[src/rtl/fp_align_add.sv]
// fp_align_add
//   Two-stage pipelined FP32 add/sub front end for the Conv3X3 accumulator.
//   The stage-1 logic works out which operand has the larger magnitude and
//   right-shifts the smaller mantissa to line it up with the larger one.
//   Stage 2 adds or subtracts the two magnitudes and registers a 25-bit
//   unnormalized result for the priority-encoder normalizer.
//   Denormals are flushed to zero. Inf/NaN operands raise Special, and the
//   magnitude is forced to zero in that case.
//
//   Optional feature: define FP_ADD_STICKY_EN to jam every bit shifted out of
//   the smaller mantissa into aligned[0]. Left undefined, those bits are
//   simply dropped (truncation).
//
// Ports
//   clk       clock, rising edge
//   rst       synchronous active-high reset
//   InValid   operand pair valid
//   InReady   operands accepted this cycle (combinational)
//   OpA, OpB  IEEE-754 single operands
//   OutValid  result fields valid
//   OutReady  downstream consumes this cycle
//   SumMag    magnitude sum, bit MANT_W = carry, bit MANT_W-1 = hidden bit
//   ExpOut    exponent of the larger-magnitude operand
//   SignOut   result sign (0 when SumMag is zero)
//   Special   an operand was Inf/NaN; data fields are don't-care

module fp_align_add #(
  parameter int MANT_W = 24,
  parameter int EXP_W  = 8
) (
  input  logic              clk,
  input  logic              rst,
  input  logic              InValid,
  output logic              InReady,
  input  logic [31:0]       OpA,
  input  logic [31:0]       OpB,
  output logic              OutValid,
  input  logic              OutReady,
  output logic [MANT_W:0]   SumMag,
  output logic [EXP_W-1:0]  ExpOut,
  output logic              SignOut,
  output logic              Special
);

  localparam int FRAC_W = MANT_W - 1;
  localparam int SIGN_B = FRAC_W + EXP_W;

  // Elastic handshake: a stage loads when it is empty or when its contents move on.
  logic valid1, valid2;
  logic s1Ld, s2Ld;

  assign s2Ld     = !valid2 || OutReady;
  assign s1Ld     = !valid1 || s2Ld;
  assign InReady  = s1Ld;
  assign OutValid = valid2;

  // Stage 1: unpack, order by magnitude, align.
  logic [EXP_W-1:0]  expA, expB, expL, expS, expDiff;
  logic [FRAC_W-1:0] fracA, fracB;
  logic [MANT_W-1:0] mantA, mantB, mantL, mantS, shifted, alignedNext;
  logic              signA, signB, signL, swapAB, specialNext;

  assign expA  = OpA[FRAC_W +: EXP_W];
  assign expB  = OpB[FRAC_W +: EXP_W];
  assign fracA = OpA[FRAC_W-1:0];
  assign fracB = OpB[FRAC_W-1:0];
  assign signA = OpA[SIGN_B];
  assign signB = OpB[SIGN_B];

  // A zero exponent covers both true zero and denormals, and both flush to zero.
  assign mantA = (expA == '0) ? '0 : {1'b1, fracA};
  assign mantB = (expB == '0) ? '0 : {1'b1, fracB};

  // {exp,frac} orders magnitudes. On a tie A stays the larger operand.
  assign swapAB = {expB, fracB} > {expA, fracA};
  assign expL   = swapAB ? expB  : expA;
  assign expS   = swapAB ? expA  : expB;
  assign mantL  = swapAB ? mantB : mantA;
  assign mantS  = swapAB ? mantA : mantB;
  assign signL  = swapAB ? signB : signA;

  assign expDiff = expL - expS;

  // A shift amount at or beyond the mantissa width already yields zero,
  // so large exponent differences need no separate clamp.
  assign shifted = mantS >> expDiff;

`ifdef FP_ADD_STICKY_EN
  // The mask covers the bits that fall off the bottom. It becomes all ones when the shift
  // is at least the mantissa width.
  logic sticky;
  assign sticky      = |(mantS & ~({MANT_W{1'b1}} << expDiff));
  assign alignedNext = shifted | {{(MANT_W-1){1'b0}}, sticky};
`else
  assign alignedNext = shifted;
`endif

  assign specialNext = (expA == '1) || (expB == '1);

  logic [MANT_W-1:0] mantL1, aligned1;
  logic [EXP_W-1:0]  expL1;
  logic              signL1, opSub1, special1;

  always_ff @(posedge clk) begin
    if (rst) begin
      valid1   <= 1'b0;
      mantL1   <= '0;
      aligned1 <= '0;
      expL1    <= '0;
      signL1   <= 1'b0;
      opSub1   <= 1'b0;
      special1 <= 1'b0;
    end else if (s1Ld) begin
      valid1 <= InValid;
      if (InValid) begin
        mantL1   <= mantL;
        aligned1 <= alignedNext;
        expL1    <= expL;
        signL1   <= signL;
        opSub1   <= signA ^ signB;
        special1 <= specialNext;
      end
    end
  end

  // Stage 2: magnitude add/sub. The operand swap keeps the subtraction non-negative.
  logic [MANT_W:0] sumRaw, sumNext;
  logic            signNext;

  assign sumRaw   = opSub1 ? ({1'b0, mantL1} - {1'b0, aligned1})
                           : ({1'b0, mantL1} + {1'b0, aligned1});
  assign sumNext  = special1 ? '0 : sumRaw;
  assign signNext = (sumNext != '0) && signL1;

  always_ff @(posedge clk) begin
    if (rst) begin
      valid2  <= 1'b0;
      SumMag  <= '0;
      ExpOut  <= '0;
      SignOut <= 1'b0;
      Special <= 1'b0;
    end else if (s2Ld) begin
      valid2 <= valid1;
      if (valid1) begin
        SumMag  <= sumNext;
        ExpOut  <= expL1;
        SignOut <= signNext;
        Special <= special1;
      end
    end
  end

endmodule

[config.mk]
export PLATFORM = sky130hd
export DESIGN_NAME = fp_align_add
export DESIGN_NICKNAME = d
export VERILOG_FILES = /design/src/rtl/fp_align_add.sv
export SDC_FILE = /design/constraint.sdc
export NUM_CORES = 1
export LEC_CHECK = 0
export BUFFER_PORTS_ARGS = -buffer_cell sky130_fd_sc_hd__buf_4
export CORE_AREA = 3 3 151 153
export DETAILED_ROUTE_END_ITERATION = 7
export DIE_AREA = 0 0 154 156
export SYNTH_ARGS = -nofsm -noshare
export SYNTH_HDL_FRONTEND = slang
export SYNTH_SLANG_ARGS = --single-unit
[constraint.sdc]
create_clock -name clk -period 8 [get_ports clk]
set_input_delay 1.2 -clock clk [delete_from_list [all_inputs] [get_ports clk]]
set_output_delay 1.2 -clock clk [all_outputs]
set_load 0.05 [all_outputs]
* Word level (Yosys, flattened, before mapping)
Cells that the tools add are included.
** Storage, ports and cells
- Register bits :: 96
- Bits in latches :: 0
- RAM bits :: 0
- Bits in read-only memories :: 0
- Output and inout bits :: 37
- Logic and storage cells :: 40
- Memories :: 0
** Cells by class
- Add/subtract/negate cells :: 3
- $mul :: 0
- Divide/modulo/power cells :: 0
- Order comparisons :: 1
- Eq/ne operators :: 2
- Shifts and indexed selects :: 1
- Mux-type cells :: 9
- Bitwise operators :: 1
- Reduce and logical (&&, ||, !) cells :: 11
** Operator list (count)
- 2-to-1 mux 24 bit :: 4
- 2-to-1 mux 25 bit :: 2
- > comparator 31 bit :: 1
- adder 24 x 24 -> 25 bit :: 1
- nonzero test 25 bit :: 1
- subtractor 24 x 24 -> 25 bit :: 1
- right shift 24 x 8 -> 24 bit :: 1
- == test 8 bit, second input constant :: 2
- zero test 8 bit :: 2
- 2-to-1 mux 8 bit :: 2
- subtractor 8 bit :: 1
- AND reduction 2 bit :: 2
- logical OR 1 bit :: 3
- zero test 1 bit :: 2
- logical AND 1 bit :: 1
- 2-to-1 mux 1 bit :: 1
- bitwise XOR 1 bit :: 1

* Depth between registers and ports, before layout
- Word-level depth :: 5
- Gate-level depth with buffers :: 26
- Mapped depth without buffers :: 21

* Worst setup path before layout
No wires, ideal clock.
- Path kind :: in2reg
- From :: in OpA[26]
- To :: reg aligned1[3]
- Library setup time :: 0.122 ns
- Arrival time :: 6.194 ns
- Required time :: 7.878 ns
- Slack :: 1.685 ns
- Cell stages on the path :: 23
- Path buffers :: 8
- Cells stage by stage :: inv_1 > ha_1 > buf_6 > a21oi_4 > o21ai_2 > a211o_1 > o21a_1 > buf_6 > nand2_2 > buf_2 > buf_2 > clkbuf_1 > a21oi_1 > ha_1 > clkbuf_1 > buf_1 > buf_1 > mux2i_1 > nor2_1 > mux2i_1 > mux2i_1 > mux4_2 > a221o_1
** On the way
- Word-level cells in the longest chain between the ends :: 4
** RTL lines
- start: declaration :: RTL line 35 : input logic [31:0] OpA,
- > comparator 31 bit or zero test 8 bit (tied branches) :: RTL line 75, 71
- 2-to-1 mux 8 bit (tied with other cells) :: RTL line 76 : assign expL = swapAB ? expB : expA;
- subtractor 8 bit or 2-to-1 mux 24 bit (tied branches) :: RTL line 82, 79
- right shift 24 x 8 -> 24 bit (*) :: RTL line 86 : assign shifted = mantS >> expDiff;
- end signal: assignment :: RTL line 117 : aligned1 <= alignedNext;
- end: declaration :: RTL line 100 : logic [MANT_W-1:0] mantL1, aligned1;
Every way passes the cells marked *; elsewhere a longest branch is shown, timed or not.
A chain may end at the register's enable or synchronous reset.

* Worst setup path in the final report
- From :: in OpA[23]
- To :: reg aligned1[3]
Same word-level chain as after synthesis.

==> flow_summary.ini <==
[logic_synthesis]
synth_area_sq_um = 8559
synth-seq-cells = 96
synth.distinct_cells = 83
synth_common_cells = nor2_1, nand2_1, dfxtp_1
yosys.area.top_type_share_pct = 22.45
ys_warn_count = 0
synth_top_cell_by_area = dfxtp_1
synth-edff-count = 0
syn_nets = 1241
synth_async_sr_flop_share_pct = 0
synth_ff_type = dfxtp_1
synth-seq-area-share_pct = 22.45
synth_area_leaders = dfxtp_1, mux2i_1, ha_1
synth.most_common_cell = nor2_1
syn_inst = 1115
synth_area_per_cell_sq_um = 7.677

[floorplanning]
core_sq_um = 21690
die_x_um = 154
dieHeight_um = 156
dieArea_sq_um = 24020
io_pins = 105
initial_core_util_pct = 39.47
rows = 54

[route]
via_count = 8606
remaining_drc_errors = 0
drt_first_pass_iters = 5
routedWlPerCell_um = 19.23
avgViaCountPerCell = 5.886
ant_nets = 0
drt-initial-drc-count = 598
drt-total-wl_um = 28120

[clocking]
cts_root_buffer = clkbuf_16
hold_buffers = 0
cts-buffers-inserted = 9
cts.sinks = 96
cts.clk_slew.worst_paths_ns = 0.07
cts_resized = 0
cts-htree-levels = 3
cts_setup_buffers = 0
cts_tree = built
clk_latency_ns = 0.34
max-clock-path-buffers = 2

[placed_design]
gp_routability_congestion = 0.8962
hpwl_um = 21780
postPlaceCellArea_sq_um = 9507
portBuffers = 104
dp_worst_setup_slack_ns = 1.837

[run_status]
outcome = finished, final reports clean

[pwr]
power_frac_seq_pct = 23.1
powerDensity_nw_per_um2 = 243.7
clock_power_share_pct = 18.4
p_switching_mw = 1.083
peakVddDrop_mv = 0.09668
p_int_mw = 1.306
p_leak_nw = 4.221
p_comb_share_pct = 58.5
swShare_pct = 45.35

[worst_setup_path]
crit_path_start_kind = input port
crit_top_cell = mux2i_1
path_class = in -> reg
path_cells = buf_4, inv_1, ha_1, buf_4, nand4_1, nor3_1, a22o_1, o21a_1, nand2_2, nor2_1, a21oi_1, ha_2, mux2i_1, nor2_1, mux2i_1, mux2i_1, mux4_2, a221o_1
cp_data_arrival_time_ns = 6.10
worst_setup_path_end_kind = flop
crit_slowest_cell = ha_2
cp_slowest_stage_delay_ns = 1.08
critPathRequiredTime_ns = 8.24
crit_fanout = 40

[grt]
grt-busiest-layer = met2
use_met1_pct = 30.94
grt_max_degree = 87
antenna_found_initial = 0
grt_pass1_wl_um = 43940
grt_util_met3_pct = 2.913
grt_usage_pct = 22.53
grt_pass1_vias = 7884
overflow = 0
use_met2_pct = 37.23

[sta]
relSlewSlack_pct = 23.64
tns_ns = 0
skew_ns = 0.004117
max_clock_freq_mhz = 170.5
finalCritPeriodShare_pct = 73.31
setup_violations = 0
tightest_slew_ns = 1.141
hold_violations = 0
fin_crit_ns = 5.865
worst_slack_ns = 2.135
report.final.slew_viol_count = 0
rsz0062_at_grt = no

[cells_and_area]
area_growth_pct = 14.52
layout-drive-gt1-share_pct = 13.87
antenna_cells = 0
nets = 1304
stdcell_area_sq_um = 9802

[min_path]
worst_hold_path_type = reg -> reg

[job]
drv_cap = 0
[area by class of cell]
class	instances	area, sq um
fillers	2252	11890
multi-input cells	899	6157
flip-flops and latches	96	1922
repair buffers	115	863.3
well taps	280	350.3
clock buffers	10	229.0
inverters	57	214.0
clock inverters	5	66.31
[registers in the layout, indices dropped and copies added, names as in the netlist, 8 cells and up]
name and cells:
SumMag 25, aligned1 24, expL1 8, ExpOut 8, mantL1 24
[worst max-delay path, delay by kind of cell]
family / cells / cell delay, ns
compound gates: 4 / 0.86
fa+ha+maj: 2 / 1.34
buf+inv: 3 / 0.55
mux: 4 / 1.24
simple gates: 5 / 0.85
[per-stage QoR]
| step | util (%) | total power, mW | hold slack, ns | std cells |
|---|---|---|---|---|
| 3_3_place_gp | 43.83 | 1.937 | 0.4388 | 1447 |
| 6_report | 45.19 | 2.389 | 0.4539 | 1462 |
| 5_1_grt | 45.19 | 2.546 | 0.4751 | 1462 |
| 2_1_floorplan | - | 1.569 | 0.4323 | 1115 |
| 3_5_place_dp | 43.83 | 1.941 | 0.4460 | 1447 |
| 4_1_cts | 45.19 | 2.386 | 0.4559 | 1462 |
[final timing paths]
check,endpoint,depth (start not counted),start,slack (ns)
max,aligned1[3],18,OpA[23],2.14
max reg2reg,SignOut,18,aligned1[0],2.62
min,ExpOut[4],2,ExpOut[4],0.45
min reg2reg,ExpOut[4],2,ExpOut[4],0.45
[cell families after synthesis]
logic type,after synthesis,share of synthesized area (%)
adder cells (fa/ha/maj),58,8.566
buffers and inverters,120,5.642
multiplexers,107,13.71
flip-flops,96,22.45
XOR/XNOR,34,3.479
AND/OR/NAND/NOR,433,23.83
AO/OA/AOI/OAI,267,22.32
[layer usage]
layer	part of all wire [%]	vias up
met5	0	-
met4	2.3	0
met3	5.4	41
met2	46	280
met1	46	4049
li1	-	4236
[layout by cell type, fill, tap and decap left out, types with 23 or more instances in the layout]
| master | count |
|---|---|
| a21oi_1 | 64 |
| a221oi_1 | 23 |
| buf_4 | 115 |
| dfxtp_1 | 96 |
| ha_1 | 56 |
| inv_1 | 57 |
| mux2i_1 | 88 |
| nand2_1 | 111 |
| nor2_1 | 150 |
| nor3_1 | 55 |
| o21ai_0 | 38 |
| xnor2_1 | 25 |
[power groups by stage]
stage / sequential, mW / combinational, mW / clock [mW]
after floorplan: 0.637 / 0.932 / 0
after global placement: 0.563 / 1.37 / 0
after detailed placement: 0.563 / 1.38 / 0
after CTS: 0.553 / 1.39 / 0.447
after global routing: 0.558 / 1.52 / 0.465
final: 0.553 / 1.40 / 0.440
Note: power is estimated with default switching activity, not from simulation.
